## config.mk

```make
export PLATFORM = sky130hd
export DESIGN_NAME = gcd_driver
export DESIGN_NICKNAME = d
export VERILOG_FILES = /design/src/rtl/gcd_driver.sv
export SDC_FILE = /design/constraint.sdc
export NUM_CORES = 1
export LEC_CHECK = 0
export ABC_AREA = 0
export CAP_MARGIN = 20
export CORE_ASPECT_RATIO = 2
export CORE_MARGIN = 2
export CORE_UTILIZATION = 59
export DETAILED_ROUTE_END_ITERATION = 12
export PLACE_DENSITY = 0.85
export RECOVER_POWER = 100
export REMOVE_ABC_BUFFERS = 1
export SYNTH_ARGS = -nofsm -noshare
export SYNTH_HDL_FRONTEND = slang
export SYNTH_SLANG_ARGS = --single-unit
```

## constraint.sdc

```tcl
create_clock -name clk -period 4.4 [get_ports clk]
set_input_delay 1.32 -clock clk [delete_from_list [all_inputs] [get_ports clk]]
set_output_delay 1.32 -clock clk [all_outputs]
set_load 0.1 [all_outputs]
```

## src/rtl/gcd_driver.sv

```systemverilog
// Initiator for the 8-bit start/ready GCD engine: buffers operand pairs in a FIFO,
// issues them one at a time, resolves zero operands locally and watches for a hung engine.
module gcd_driver #(
    parameter int unsigned DEPTH   = 4,
    parameter int unsigned TIMEOUT = 1024
) (
    input  logic       clk,
    input  logic       rst,
    input  logic       req_valid,
    output logic       req_ready,
    input  logic [7:0] req_a,
    input  logic [7:0] req_b,
    output logic       eng_start,
    output logic [7:0] eng_a,
    output logic [7:0] eng_b,
    input  logic       eng_ready,
    input  logic [7:0] eng_out,
    output logic       res_valid,
    input  logic       res_ready,
    output logic [7:0] res_a,
    output logic [7:0] res_b,
    output logic [7:0] res_gcd,
    output logic       res_err,
    output logic       fault
);

    localparam int unsigned PTR_W = $clog2(DEPTH);
    localparam int unsigned CNT_W = PTR_W + 1;
    localparam int unsigned WD_W  = $clog2(TIMEOUT);
    localparam logic [CNT_W-1:0] CNT_FULL = CNT_W'(DEPTH);
    localparam logic [WD_W-1:0]  WD_LAST  = WD_W'(TIMEOUT - 1);

    typedef enum logic [2:0] {
        S_IDLE,
        S_ZERO,
        S_ISSUE,
        S_WAIT_BUSY,
        S_WAIT_DONE,
        S_OUTPUT,
        S_HALT
    } state_e;

    state_e           state_q, state_d;
    logic [15:0]      fifo_mem [DEPTH];
    logic [PTR_W-1:0] wr_ptr_q, wr_ptr_d, rd_ptr_q, rd_ptr_d;
    logic [CNT_W-1:0] count_q, count_d;
    logic [7:0]       a_q, a_d, b_q, b_d, gcd_q, gcd_d;
    logic             err_q, err_d, fault_q, fault_d;
    logic [WD_W-1:0]  wdog_q, wdog_d;
    logic             push, pop;
    logic [7:0]       head_a, head_b;

    assign req_ready = (count_q != CNT_FULL);
    assign push      = req_valid && req_ready;
    assign head_a    = fifo_mem[rd_ptr_q][15:8];
    assign head_b    = fifo_mem[rd_ptr_q][7:0];

    // NOTE: storage carries no reset; count_q alone decides which entries are live.
    always_ff @(posedge clk) begin
        if (push) begin
            fifo_mem[wr_ptr_q] <= {req_a, req_b};
        end
    end

    always_comb begin
        wr_ptr_d = wr_ptr_q;
        rd_ptr_d = rd_ptr_q;
        count_d  = count_q;
        if (push) wr_ptr_d = wr_ptr_q + PTR_W'(1);
        if (pop)  rd_ptr_d = rd_ptr_q + PTR_W'(1);
        case ({push, pop})
            2'b10:   count_d = count_q + CNT_W'(1);
            2'b01:   count_d = count_q - CNT_W'(1);
            default: count_d = count_q;
        endcase
    end

    // NOTE: every output of this block gets a default first so no path infers a latch.
    always_comb begin
        state_d = state_q;
        a_d     = a_q;
        b_d     = b_q;
        gcd_d   = gcd_q;
        err_d   = err_q;
        fault_d = fault_q;
        wdog_d  = wdog_q;
        pop     = 1'b0;
        case (state_q)
            S_IDLE: begin
                if (count_q != '0 && !fault_q) begin
                    if (head_a == 8'd0 || head_b == 8'd0) begin
                        pop     = 1'b1;
                        a_d     = head_a;
                        b_d     = head_b;
                        state_d = S_ZERO;
                    end else if (eng_ready) begin
                        pop     = 1'b1;
                        a_d     = head_a;
                        b_d     = head_b;
                        state_d = S_ISSUE;
                    end
                end
            end
            S_ZERO: begin
                gcd_d   = a_q | b_q;
                err_d   = 1'b0;
                state_d = S_OUTPUT;
            end
            S_ISSUE: begin
                wdog_d  = '0;
                state_d = S_WAIT_BUSY;
            end
            S_WAIT_BUSY: begin
                wdog_d = wdog_q + WD_W'(1);
                if (wdog_q == WD_LAST) begin
                    gcd_d   = 8'd0;
                    err_d   = 1'b1;
                    fault_d = 1'b1;
                    state_d = S_OUTPUT;
                end else if (!eng_ready) begin
                    state_d = S_WAIT_DONE;
                end
            end
            S_WAIT_DONE: begin
                wdog_d = wdog_q + WD_W'(1);
                // The engine drives its result on the same edge it raises ready.
                if (eng_ready) begin
                    gcd_d   = eng_out;
                    err_d   = 1'b0;
                    state_d = S_OUTPUT;
                end else if (wdog_q == WD_LAST) begin
                    gcd_d   = 8'd0;
                    err_d   = 1'b1;
                    fault_d = 1'b1;
                    state_d = S_OUTPUT;
                end
            end
            S_OUTPUT: begin
                if (res_ready) begin
                    state_d = fault_q ? S_HALT : S_IDLE;
                end
            end
            S_HALT:  state_d = S_HALT;
            default: state_d = S_IDLE;
        endcase
    end

    // NOTE: state uses non-blocking assignments so all flops update from pre-edge values.
    always_ff @(posedge clk) begin
        if (rst) begin
            state_q  <= S_IDLE;
            wr_ptr_q <= '0;
            rd_ptr_q <= '0;
            count_q  <= '0;
            a_q      <= '0;
            b_q      <= '0;
            gcd_q    <= '0;
            err_q    <= 1'b0;
            fault_q  <= 1'b0;
            wdog_q   <= '0;
        end else begin
            state_q  <= state_d;
            wr_ptr_q <= wr_ptr_d;
            rd_ptr_q <= rd_ptr_d;
            count_q  <= count_d;
            a_q      <= a_d;
            b_q      <= b_d;
            gcd_q    <= gcd_d;
            err_q    <= err_d;
            fault_q  <= fault_d;
            wdog_q   <= wdog_d;
        end
    end

    // Operands stay on eng_a/eng_b from issue until the result is captured.
    assign eng_start = (state_q == S_ISSUE);
    assign eng_a     = a_q;
    assign eng_b     = b_q;
    assign res_valid = (state_q == S_OUTPUT);
    assign res_a     = a_q;
    assign res_b     = b_q;
    assign res_gcd   = gcd_q;
    assign res_err   = err_q;
    assign fault     = fault_q;

endmodule

```

Word level (Yosys, flattened, before mapping):

Memory sizes are Yosys's and may differ from the RTL's. A register that Yosys moved wholly into a read port is not among the register bits.
Index checks and enable logic that the tools add are counted.

* logic and storage cells: 83
* memories: 1
* output and inout bits: 45
* RAM bits: 64
* bits in registers: 46

Memories
* fifo_mem: depth 4, bits a word 16, rd ports 1, clocked after Yosys merged registers in 1, wr ports 1, RTL line 44 `logic [15:0] fifo_mem [DEPTH];`

* eq/ne operators: 16
* add/subtract/negate cells: 5
* reductions and logical operators: 17
* bitwise logic cells: 1
* mux-type cells: 33

Operator list (count)
* $mux W8: 6
* $mux W3: 9
* $pmux W8 S3: 1
* $pmux W3 S7: 1
* $pmux W10 S2: 1
* $logic_not A8 Y1: 2
* $ne A3 B3 Y1 const B: 4
* $add A10 B1 Y10 const B: 1
* $eq A10 B10 Y1 const B: 1
* $mux W1: 10
* $eq A3 B3 Y1 const B: 3
* $or A8 B8 Y8: 1
* $reduce_bool A2 Y1: 4
* $eq A3 B2 Y1 const B: 2
* $pmux W3 S2: 1
* $reduce_bool A3 Y1: 2
* $reduce_and A5 Y1: 1
* $add A2 B1 Y2 const B: 2
* $mux W2: 2
* $ne A2 B2 Y1 const B: 2
* $add A3 B1 Y3 const B: 1
* $eq A3 B1 Y1 const B: 1
* $logic_not A3 Y1: 1
* $pmux W1 S3: 1
* 11 further kinds: 12

Longest topological paths before layout:

* word-level depth: 7
* depth in mapped cells: 13
* mapped depth without buffers: 11

Worst setup path after synthesis:

Ideal clock, no wire load.

* path type: register to output
* start point: register state_q[0]
* end point: output res_valid
* cell stages (with the launch flop): 4
* required time: 3.080 ns
* slack: 0.036 ns
* arrival time: 3.044 ns
* cell sequence: dfxtp_1 -> clkbuf_1 -> inv_1 -> nor3b_1

* cells in the longest elaborated chain, start to end: 1

RTL lines
* start, declared: RTL line 43 `state_e state_q, state_d;`
* start signal, assigned: RTL line 162 `state_q <= state_d;`
* $eq A3 B3 Y1: RTL line 179 `assign res_valid = (state_q == S_OUTPUT);`
* end, declared: RTL line 18 `output logic res_valid,`

No other way between the ends.

Final worst setup path:

* start point: input eng_ready
* end point: register state_q[1]

* cells in the longest elaborated chain, start to end: 2
* elaborated cells on any way between the ends: 6
* classes of those cells: eq/ne (3); mux (2); reduce/logical (1)

RTL lines
* start, declared: RTL line 16 `input logic eng_ready,`
* $mux W3 or $ne A3 B3 Y1 (tied branches)
* $pmux W3 S7 or $reduce_and A5 Y1 (tied branches)

Several ways; a longest one is shown, not always the timed one.
A chain may end at the register's enable or synchronous reset.

==> flow_summary.toml <==
[timing]
rsz0062_at_grt = "false"
final.min_clock_period_ps = 3820
finalHoldViolations = 0
achievable-frequency_ghz = 0.262
whs_ps = 497
setup_violations = 0
slew_headroom = -0.00666
timing.final.max_slew_violations = 37
final_min_period_over_clock_period = 0.868
worst_clock_skew_ps = 8.62
final_layout_setup_total_negative_slack_ps = 0
timing_worst_slew_pin_value_ps = 1510

[pwr]
vdd.ir_drop.worst_uv = 537
cellLeakagePower_nw = 2.24
power.density_cell_area_nw_per_um2 = 770
power_mw = 4.83

[global_routing]
overflow_left_after_global_routing = 0
globalRouteTotalUtil = 0.239
pin_count_of_the_biggest_net_entering_global_routing = 37
grt_pass1_vias = 3834
first_pass_grt_wire_length_um = 18600
number_of_antenna_violations_at_the_first_check_in_global_routing = 0

[critical_path]
setup.worst_path.class = "primary input to flip-flop"
worst-r2r-cell-count = 12
timing.critical_path.from_type = "primary input"
worst_ep_required_time_ps = 4650
worstReg2RegEnd = "count_q[2]"
setup.worst_path.start = "eng_ready"
crit_path_max_fanout = 25
nature_of_the_critical_path_endpoint = "flip-flop"
arrival_ps = 4060
r2r_setup_slack_ps = 620

[status]
result_of_the_run = "finished with violations"
violations = "capacitance limit, slew limit"

[clock_tree]
cts_setup_buffers = 0
tritoncts = "built"
clock_latency_reported_for_the_late_side_of_the_worst_skew_pair_ps = 360
cts-root-buf = "clkbuf_16"
clkSinkCount = 112
clk_path_buf_depth = 2
hold_buffers = 0
ctsHtreeMaxLevel = 3
cts_inserted_buffers = 9
clk_pin_slew_ps = 70
cts-resized-gates = 0

[floorplanning]
initial_utilization = 0.602
io_pins = 74
die_area_sq_um = 9960
floorplan.die.width_um = 71.6
fp.coreArea_sq_um = 8950
die_y_um = 139
placementRows = 49

[min_path]
hold_path_end = "wdog_q[1]"
hold_path.class = "flip-flop to flip-flop"
min_delay_path_depth = 2
worstHoldStart = "wdog_q[1]"

[drt]
detailroute.wirelength.met3_um = 635
maxUsedRoutingLayer = "met4"
final_antenna_net_count = 0
drt_iter0_drc = 391
vias = 3986
drc_errors = 0
detail_route.wirelength.met1_um = 4020
post_detailed_route_via_to_cell_ratio = 6.52
routed-wl-met2_um = 6310
drt_pass1_iterations = 5
wl_per_cell_um = 18.7
totalWireLength_um = 11400

[synthesis]
postSynthRegisterBits = 112
post_synthesis_sequential_area_ratio = 0.535
synth_edf_count = 64
synthCells = 459
yosys.cell_types.count = 57
synth_warnings = 0
synthFlopType = "edfxtp_1"
postSynthAreaPerCell_sq_um = 11.7
post_synth_instance_area_sq_um = 5390
postSynth.asyncResetShare = 0

[finish]
final_nets = 540
antennaDiodeCount = 0
area_growth_syn_to_layout_pct = 16.4
final_util = 0.701
drive_above_1_share = 0.104
num-fill-cells = 667

[flow_run]
maxCapViolCount = 1

[placement]
detailedPlacementHpwl_um = 8140
port_buffers = 73
globalplace.congestion = 0.884
[critical path, cell delays in order]
cell,delay (ps)
dlygate4sd3_1,640
clkbuf_1,830
nor4b_1,150
a31oi_1,230
a2bb2oi_1,440
a21oi_1,150
a2111oi_2,280
[sequential cells by signal, summed over array words and instances, names as in the netlist, named ones only]
register,flops
eng_b,8
wr_ptr_q,2
res_err,1
eng_a,8
fifo_mem,64
state_q,3
wdog_q,10
fault,1
res_gcd,8
count_q,3
rd_ptr_q,2
[cell usage in the layout, fill, tap and decap left out, types with 10 or more instances in the layout]
| master | count |
|---|---|
| edfxtp_1 | 64 |
| dlygate4sd3_1 | 61 |
| dfxtp_1 | 48 |
| nand3_1 | 41 |
| nor2_1 | 31 |
| and3_1 | 23 |
| nor3b_1 | 21 |
| a31oi_1 | 20 |
| a21oi_1 | 19 |
| nand2_1 | 13 |
| inv_1 | 11 |
| o211ai_1 | 10 |
[synthesized netlist by cell type, types with 8 or more instances]
master     count  area (sq um)
edfxtp_1      64          1920
inv_1         11          41.3
a22oi_1        8          60.1
nor3b_1       21           158
nand2_1       13          48.8
o211ai_2      10           125
o21ai_0        8          40.0
buf_4         16           120
o211ai_1       9          67.6
and3_1        23           144
a21oi_1       19          95.1
o2bb2ai_1      8          70.1
nand3_1       41           205
dfxtp_1       48           961
clkbuf_1      22          82.6
nor2_1        31           116
a31oi_1       20           125
mux4_2         9           203
[power by group]
group          switching (mW)  internal (mW)  leakage, nW
combinational            1.91          0.628         1.13
sequential              0.208           1.30        0.978
clock                   0.384          0.395        0.139
total                    2.51           2.32         2.24
[worst max-delay path by stage]
stage                            end  slack [ps]  cells after the start
final                     state_q[1]         580                      7
after global routing      count_q[2]         350                     12
after floorplan            res_valid         160                      2
after CTS                 count_q[2]         730                     12
after detailed placement  count_q[2]         770                     12
after global placement    count_q[2]         890                     12
[per-stage QoR]
| stage | worst slack (ps) | area (sq um) | cells |
|---|---|---|---|
| after floorplan | 159 | 5110 | 412 |
| after global placement | 885 | 6020 | 595 |
| after detailed placement | 765 | 6020 | 595 |
| after CTS | 731 | 6310 | 611 |
| after global routing | 345 | 6270 | 611 |
| final | 581 | 6270 | 611 |
[cell families after synthesis]
group	share of synthesized area
buffers and inverters	0.0601
adders and majority gates	0.0176
xor gates and xnor gates	0.00488
muxes	0.0778
DFF	0.535
and+or+nand+nor	0.181
AOI/OAI and AO/OA	0.123
[layer usage]
| metal | global-route usage | vias up |
|---|---|---|
| li1 | - | 1846 |
| met1 | 0.264 | 1927 |
| met2 | 0.417 | 177 |
| met3 | 0.0392 | 36 |
| met4 | 0.143 | 0 |
| met5 | 0 | - |
[layout make-up]
type	count	area [sq um]	share of cell area
Clock inverter	7	58.8	0.00938
Clock buffer	9	225	0.0359
Sequential cell	112	2880	0.460
Inverter	12	45.0	0.00718
Multi-Input combinational cell	288	2170	0.346
Tap cell	102	128	0.0203
Timing Repair Buffer	81	761	0.121
Note: power is estimated with default switching activity, not from simulation.
